**src/rtl/matvec_ctrl.sv**
```systemverilog
// rtl/matvec_ctrl.sv - control FSM and address sequencer for the MxM signed matrix-vector multiply
// Loads matrix/vector words, sweeps one row per pass through the MAC, and holds each row until accepted.
module matvec_ctrl #(
    parameter int M       = 8,
    parameter int MEM_LAT = 1
) (
    input  logic                     clk,
    input  logic                     reset,
    input  logic                     input_valid,
    output logic                     input_ready,
    input  logic                     new_matrix,
    output logic                     wr_en_m,
    output logic [$clog2(M*M)-1:0]   wr_addr_m,
    output logic                     wr_en_x,
    output logic [$clog2(M)-1:0]     wr_addr_x,
    output logic [$clog2(M*M)-1:0]   rd_addr_m,
    output logic [$clog2(M)-1:0]     rd_addr_x,
    output logic                     en_acc,
    output logic                     clear_acc,
    output logic                     output_valid,
    input  logic                     output_ready,
    output logic                     matrix_loaded
);

    localparam int AW_M = $clog2(M*M);
    localparam int AW_X = $clog2(M);
    localparam logic [AW_M-1:0] LAST_M = AW_M'(M*M-1);
    localparam logic [AW_X-1:0] LAST_X = AW_X'(M-1);
    // Every pipeline stage except the oldest, which is the one driving en_acc.
    localparam logic [MEM_LAT-1:0] PEND_MASK = {MEM_LAT{1'b1}} >> 1;

    typedef enum logic [2:0] {
        FIRST,
        LOAD_M,
        LOAD_X,
        COMPUTE,
        DRAIN,
        OUT_WAIT
    } state_t;

    state_t             state, state_n;
    logic [AW_M-1:0]    mcnt, mcnt_n;
    logic [AW_X-1:0]    xcnt, xcnt_n;
    logic [AW_X-1:0]    row, row_n;
    logic [AW_X-1:0]    k, k_n;
    logic               loaded_n;
    logic [MEM_LAT-1:0] vpipe, vpipe_n;
    logic [MEM_LAT-1:0] cpipe, cpipe_n;
    logic               in_xfer;
    logic               out_xfer;
    logic               issue;

    always_ff @(posedge clk) begin
        if (reset) begin
            state         <= FIRST;
            mcnt          <= '0;
            xcnt          <= '0;
            row           <= '0;
            k             <= '0;
            matrix_loaded <= 1'b0;
            vpipe         <= '0;
            cpipe         <= '0;
        end else begin
            state         <= state_n;
            mcnt          <= mcnt_n;
            xcnt          <= xcnt_n;
            row           <= row_n;
            k             <= k_n;
            matrix_loaded <= loaded_n;
            vpipe         <= vpipe_n;
            cpipe         <= cpipe_n;
        end
    end

    always_comb begin
        state_n      = state;
        mcnt_n       = mcnt;
        xcnt_n       = xcnt;
        row_n        = row;
        k_n          = k;
        loaded_n     = matrix_loaded;
        issue        = 1'b0;
        // Gated by reset so nothing is accepted while the block is being cleared.
        input_ready  = !reset && (state == FIRST || state == LOAD_M || state == LOAD_X);
        in_xfer      = input_valid && input_ready;
        output_valid = (state == OUT_WAIT);
        out_xfer     = output_valid && output_ready;
        wr_en_m      = 1'b0;
        wr_addr_m    = mcnt;
        wr_en_x      = 1'b0;
        wr_addr_x    = xcnt;

        case (state)
            FIRST: begin
                if (in_xfer) begin
                    if (new_matrix || !matrix_loaded) begin
                        wr_en_m   = 1'b1;
                        wr_addr_m = '0;
                        mcnt_n    = AW_M'(1);
                        state_n   = LOAD_M;
                    end else begin
                        wr_en_x   = 1'b1;
                        wr_addr_x = '0;
                        xcnt_n    = AW_X'(1);
                        state_n   = LOAD_X;
                    end
                end
            end
            LOAD_M: begin
                wr_en_m = in_xfer;
                if (in_xfer) begin
                    mcnt_n = mcnt + 1'b1;
                    if (mcnt == LAST_M) begin
                        mcnt_n   = '0;
                        loaded_n = 1'b1;
                        xcnt_n   = '0;
                        state_n  = LOAD_X;
                    end
                end
            end
            LOAD_X: begin
                wr_en_x = in_xfer;
                if (in_xfer) begin
                    xcnt_n = xcnt + 1'b1;
                    if (xcnt == LAST_X) begin
                        xcnt_n  = '0;
                        row_n   = '0;
                        k_n     = '0;
                        state_n = COMPUTE;
                    end
                end
            end
            COMPUTE: begin
                issue = 1'b1;
                // k parks on the last column so the addresses hold through DRAIN/OUT_WAIT.
                if (k == LAST_X) begin
                    state_n = DRAIN;
                end else begin
                    k_n = k + 1'b1;
                end
            end
            DRAIN: begin
                if ((vpipe & PEND_MASK) == '0) begin
                    state_n = OUT_WAIT;
                end
            end
            OUT_WAIT: begin
                if (out_xfer) begin
                    k_n = '0;
                    if (row == LAST_X) begin
                        row_n   = '0;
                        state_n = FIRST;
                    end else begin
                        row_n   = row + 1'b1;
                        state_n = COMPUTE;
                    end
                end
            end
            default: state_n = FIRST;
        endcase

        vpipe_n    = vpipe << 1;
        vpipe_n[0] = issue;
        cpipe_n    = cpipe << 1;
        cpipe_n[0] = issue && (k == '0);
    end

    assign en_acc    = vpipe[MEM_LAT-1];
    assign clear_acc = cpipe[MEM_LAT-1];
    assign rd_addr_x = k;

    generate
        if ((M & (M - 1)) == 0) begin : g_pow2
            assign rd_addr_m = {row, k};
        end else begin : g_mul
            assign rd_addr_m = AW_M'(int'(row) * M + int'(k));
        end
    endgenerate

endmodule

```
**config.mk**
```make
export PLATFORM = sky130hd
export DESIGN_NAME = matvec_ctrl
export DESIGN_NICKNAME = d
export VERILOG_FILES = /design/src/rtl/matvec_ctrl.sv
export SDC_FILE = /design/constraint.sdc
export NUM_CORES = 1
export LEC_CHECK = 0
export CAP_MARGIN = 20
export CORE_AREA = 2 2 49 60
export DETAILED_ROUTE_END_ITERATION = 10
export DIE_AREA = 0 0 51 62
export PLACE_DENSITY = 0.83
export SYNTH_ARGS = -nofsm -noshare
export SYNTH_HDL_FRONTEND = slang
export SYNTH_SLANG_ARGS = --single-unit
```
**constraint.sdc**
```tcl
create_clock -name clk -period 4.3 [get_ports clk]
set_clock_uncertainty 0.15 [all_clocks]
set_input_delay 1.075 -clock clk [delete_from_list [all_inputs] [get_ports clk]]
set_output_delay 1.075 -clock clk [all_outputs]
set_load 0.02 [all_outputs]
```
# Word-level counts from Yosys, hierarchy flattened
# Index checks and enable logic that the tools add are counted.
# Widths: inputs -> output; s select.
# totals
ff_bits,21
in_bits,5
output_inout_bits,25
word_cells,95
# classes
n_addsub,4
n_eq_ne,19
muxes,43
reduce_logical,21
# ops
cell,n
$mux 3,22
$mux 6,7
$pmux 3 s3,2
$pmux 3 s6,1
$eq 3x3->1 const B,5
$ne 2x2->1 const B,6
$pmux 6 s2,1
$add 3x1->3 const B,3
$ne 2x1->1 const B,4
$reduce_and 4->1,2
$reduce_and 7->1,1
$add 6x1->6 const B,1
$eq 3x2->1 const B,2
$eq 6x6->1 const B,1
$logic_not 3->1,2
$pmux 3 s2,1
$reduce_and 6->1,1
$reduce_bool 3->1,2
$mux 1,5
$reduce_and 5->1,1
$logic_and 1x1->1,4
$mux 2,2
$pmux 1 s2,2
$reduce_bool 2->1,2
other kinds (4),7

# Depth between registers and ports, before layout
# logic_depth
word_depth,7
depth_mapped,7
mapped_depth_nobuf,6

# Least setup slack after synthesis
# No wires, ideal clock.
# synth_timing
path_kind,input -> output
startpoint,input new_matrix
endpoint,output wr_en_x
arrival_time_ns,2.083
required_time_ns,3.075
slack_ns,0.992
cell_stages,4
path_buffers,1
path_cell_list,or3b_1 clkbuf_2 nor3_1 a21o_1
# synth_between
elab_chain_len,4
# synth_lines
item,line,source
from (decl),11,"input logic new_matrix,"
$logic_or 1x1->1,96,if (new_matrix || !matrix_loaded) begin
$mux 1,96,
$mux 1,95,if (in_xfer) begin
$pmux 1 s2,93,case (state)
to (decl),14,"output logic wr_en_x,"
# Every way passes these cells.

# Worst setup path in the final report
# layout_timing
startpoint,input input_valid
endpoint,output wr_addr_x[2]
# layout_between
elab_chain_len,3
# layout_lines
item,line,source
from (decl),9,"input logic input_valid,"
$logic_and 1x1->1,85,in_xfer = input_valid && input_ready;
$mux 3,95,
$mux 3,93,
to (decl),15,"output logic [$clog2(M)-1:0] wr_addr_x,"
# Every way passes these cells.

==> results_dict.tcl <==
set metrics [dict create \
    outcome "completed" \
    grt_max_degree 24 \
    pin_count 30 \
    synth.ff_latch_count 21 \
    p_total_w 0.000349 \
    cts_setup_buffers 0 \
    synth_edf_count 0 \
    ctsResizeCount 0 \
    fin_crit_sh_pct 97.8 \
    cp.arrival_ns 2.98 \
    yosysWarnings 0 \
    clockBufferDepth 2 \
    cts_max_level 1 \
    setup_violations 0 \
    pre_cts_ws_ns 0.0454 \
    cp-end-kind "output port" \
    cts_hold_buf 0 \
    die-area_um2 3160 \
    fillers 239 \
    synth_nets 177 \
    fmax_mhz 238 \
    synthArstFlopShare_pct 0 \
    worstPathMaxFanout 3 \
    worstPathRequired_ns 3.07 \
    n_antenna_cell 0 \
    hold_violations 0 \
    crit_type "in -> out" \
    grt_setup_unrepaired "no" \
    clockRootBuffer "clkbuf_4" \
    core_area_um2 2650 \
    ant_nets 0 \
    totalWireLength_um 3230 \
    clock_latency_ns 0.31 \
    p_leak_nw 0.775 \
    grt_pass1_wl_um 5530 \
    layout-drive-gt1-share_pct 6.38 \
    die_y_um 62 \
    setup_slack_ns 0.0947 \
    ir_worst_vdd_v 0.000121 \
    vias 1244 \
    critPathLaunchType "input port" \
    place.gp.congestion 0.896 \
    critPathMostFrequentCell "clkdlybuf4s50_1" \
    start_util_pct 51.2 \
    grt_use_total_pct 22.6 \
    cp_top_family "buffers and inverters" \
    cts_tree "built" \
    dr.first_iter.drc_count 28 \
    synthFlopType "dfxtp_1" \
    cellPowerDensity_nw_per_um2 207 \
    finalSetupTns_ns 0 \
    hpwl_um 2420 \
    syn_inst 164 \
    slowest_delay_ns 0.53 \
    cts_sinks 21 \
    slew_violations 0 \
    antenna_found_initial 0 \
    portBuffers 29 \
    synthToLayoutAreaGrowth_pct 23.8 \
    path_clk_slew_ns 0.13 \
    tightest_slew_ns 0.571 \
    drt_first_pass_iters 4 \
    drcViolationCount 0 \
    numCtsBuffers 3 \
    ys_types 41 \
    syn_area_um2 1360 \
    period_needed_ns 4.21 \
    num_rows 21 \
    cp_cell_sequence "clkdlybuf4s50_1, nand2b_1, or2_2, nor3_2, buf_4, nor2b_1, clkdlybuf4s50_1" \
    grt_pass1_vias 1251 \
    grt_overflow 0 \
    fin_hold_ws_ns 0.351 \
    path_buf_inv 3 \
    die_w_um 51 \
    avgViaCountPerCell 5.60 \
    avgRoutedWirePerCell_um 14.6 \
    ys_seq_area_share_pct 31.0 \
    critical-path-slowest-cell "clkdlybuf4s50_1" \
    fin_nets 202 \
    max-cap-violations 0 \
    min_path_type "reg -> reg" \
    avgSynthCellArea_um2 8.28 \
    relSlewSlack_pct 61.9 \
]
cell usage in the layout, fill, tap and decap left out, types with 2 or more instances in the layout:
| cell | n |
|---|---|
| and3_1 | 5 |
| mux2i_1 | 8 |
| clkbuf_4 | 3 |
| o31ai_1 | 3 |
| nand2_1 | 8 |
| nand3_1 | 6 |
| a21o_1 | 2 |
| o21ai_0 | 3 |
| nand2b_1 | 10 |
| dlymetal6s2s_1 | 6 |
| nor2_1 | 13 |
| xor2_1 | 3 |
| nand4_1 | 5 |
| nor4bb_1 | 2 |
| nor3_1 | 4 |
| clkdlybuf4s50_1 | 23 |
| ha_1 | 8 |
| nor3b_1 | 3 |
| a21oi_1 | 8 |
| nor2b_1 | 5 |
| a31oi_1 | 4 |
| or3_1 | 3 |
| inv_1 | 6 |
| buf_4 | 4 |
| and2_1 | 6 |
| dfxtp_1 | 21 |
synthesized netlist by cell type (2+ instances only):
library cell | instances | area share (%)
inv_1 | 6 | 1.7
clkbuf_1 | 3 | 0.83
o21ai_0 | 3 | 1.1
nor4bb_1 | 2 | 1.5
and2_1 | 6 | 2.8
a21oi_1 | 8 | 2.9
dfxtp_1 | 21 | 31
nor3_1 | 5 | 1.8
buf_6 | 3 | 2.5
mux2i_1 | 8 | 5.9
a21o_1 | 2 | 1.1
xor2_1 | 3 | 1.9
nor3b_1 | 3 | 1.7
o31ai_1 | 3 | 1.7
a31oi_1 | 4 | 1.8
and3_1 | 5 | 2.3
nor2_1 | 13 | 3.6
buf_2 | 3 | 1.1
nor2b_1 | 5 | 2.3
nand2b_1 | 10 | 4.6
nand4_1 | 5 | 2.3
ha_1 | 8 | 7.4
buf_4 | 3 | 1.7
or3_1 | 3 | 1.4
nand2_1 | 8 | 2.2
nand3_1 | 6 | 2.2
per-stage QoR:
step                      utilization (%)  instance area (µm²)  cells
after floorplan                         -                 1360    164
after global placement               61.5                 1630    218
after detailed placement             61.5                 1630    218
after CTS                            62.6                 1660    222
after global routing                 63.3                 1680    222
final                                63.3                 1680    222
worst reg2reg max path: cells and delay by family (launching register included):
kind	cells	cell delay, ns
buf+inv	1	0.22
flops	1	0.69
mux	1	0.28
simple gates	2	0.62
cell type report:
cell class | instances | area (µm²) | share of cell area, %
clock buffer | 3 | 22.5 | 1.34
clock inverter | 1 | 5.00 | 0.298
inverter | 6 | 22.5 | 1.34
multi-input combinational | 124 | 832 | 49.5
sequential | 21 | 420 | 25.0
tap | 34 | 42.5 | 2.53
timing repair buffer | 33 | 335 | 20.0
where the power goes:
part | internal [W] | total, W | leakage (nW) | switching (W)
clock network | 0.0000347 | 0.0000972 | 0.0177 | 0.0000625
logic | 0.0000218 | 0.0000466 | 0.587 | 0.0000248
registers | 0.000198 | 0.000205 | 0.170 | 0.00000729
per-layer routing:
metal	vias up	wire [µm]	GRT usage, %	part of all wire [%]
li1	628	-	-	-
met1	576	1410	26.0	44
met2	36	1680	42.5	52
met3	4	102	2.63	3.2
met4	0	39	9.65	1.2
met5	-	0	0	0
state kept, by name, summed over array words and instances, names as in the netlist:
register	cells
row	3
rd_addr_x	3
xcnt	3
matrix_loaded	1
clear_acc	1
state	3
en_acc	1
mcnt	6
kinds of logic after synthesis:
group                      after synthesis  synth area share, %
and+or+nand+nor                         78                 32.5
AOI/OAI and AO/OA                       26                 12.4
DFF                                     21                 31.0
buffers and inverters                   19                 8.11
muxes                                    9                 6.73
adders and majority gates                8                 7.37
xor gates and xnor gates                 3                 1.94
final timing paths:
kind / from / to / slack (ns) / depth (start not counted)
worst max-delay path: input_valid / wr_addr_x[2] / 0.09 / 7
worst min-delay path: row[1] / row[1] / 0.35 / 2
worst max register to register: state[0] / rd_addr_x[0] / 2.23 / 4
worst min register to register: row[1] / row[1] / 0.35 / 2
(Power assumes the default switching activity.)
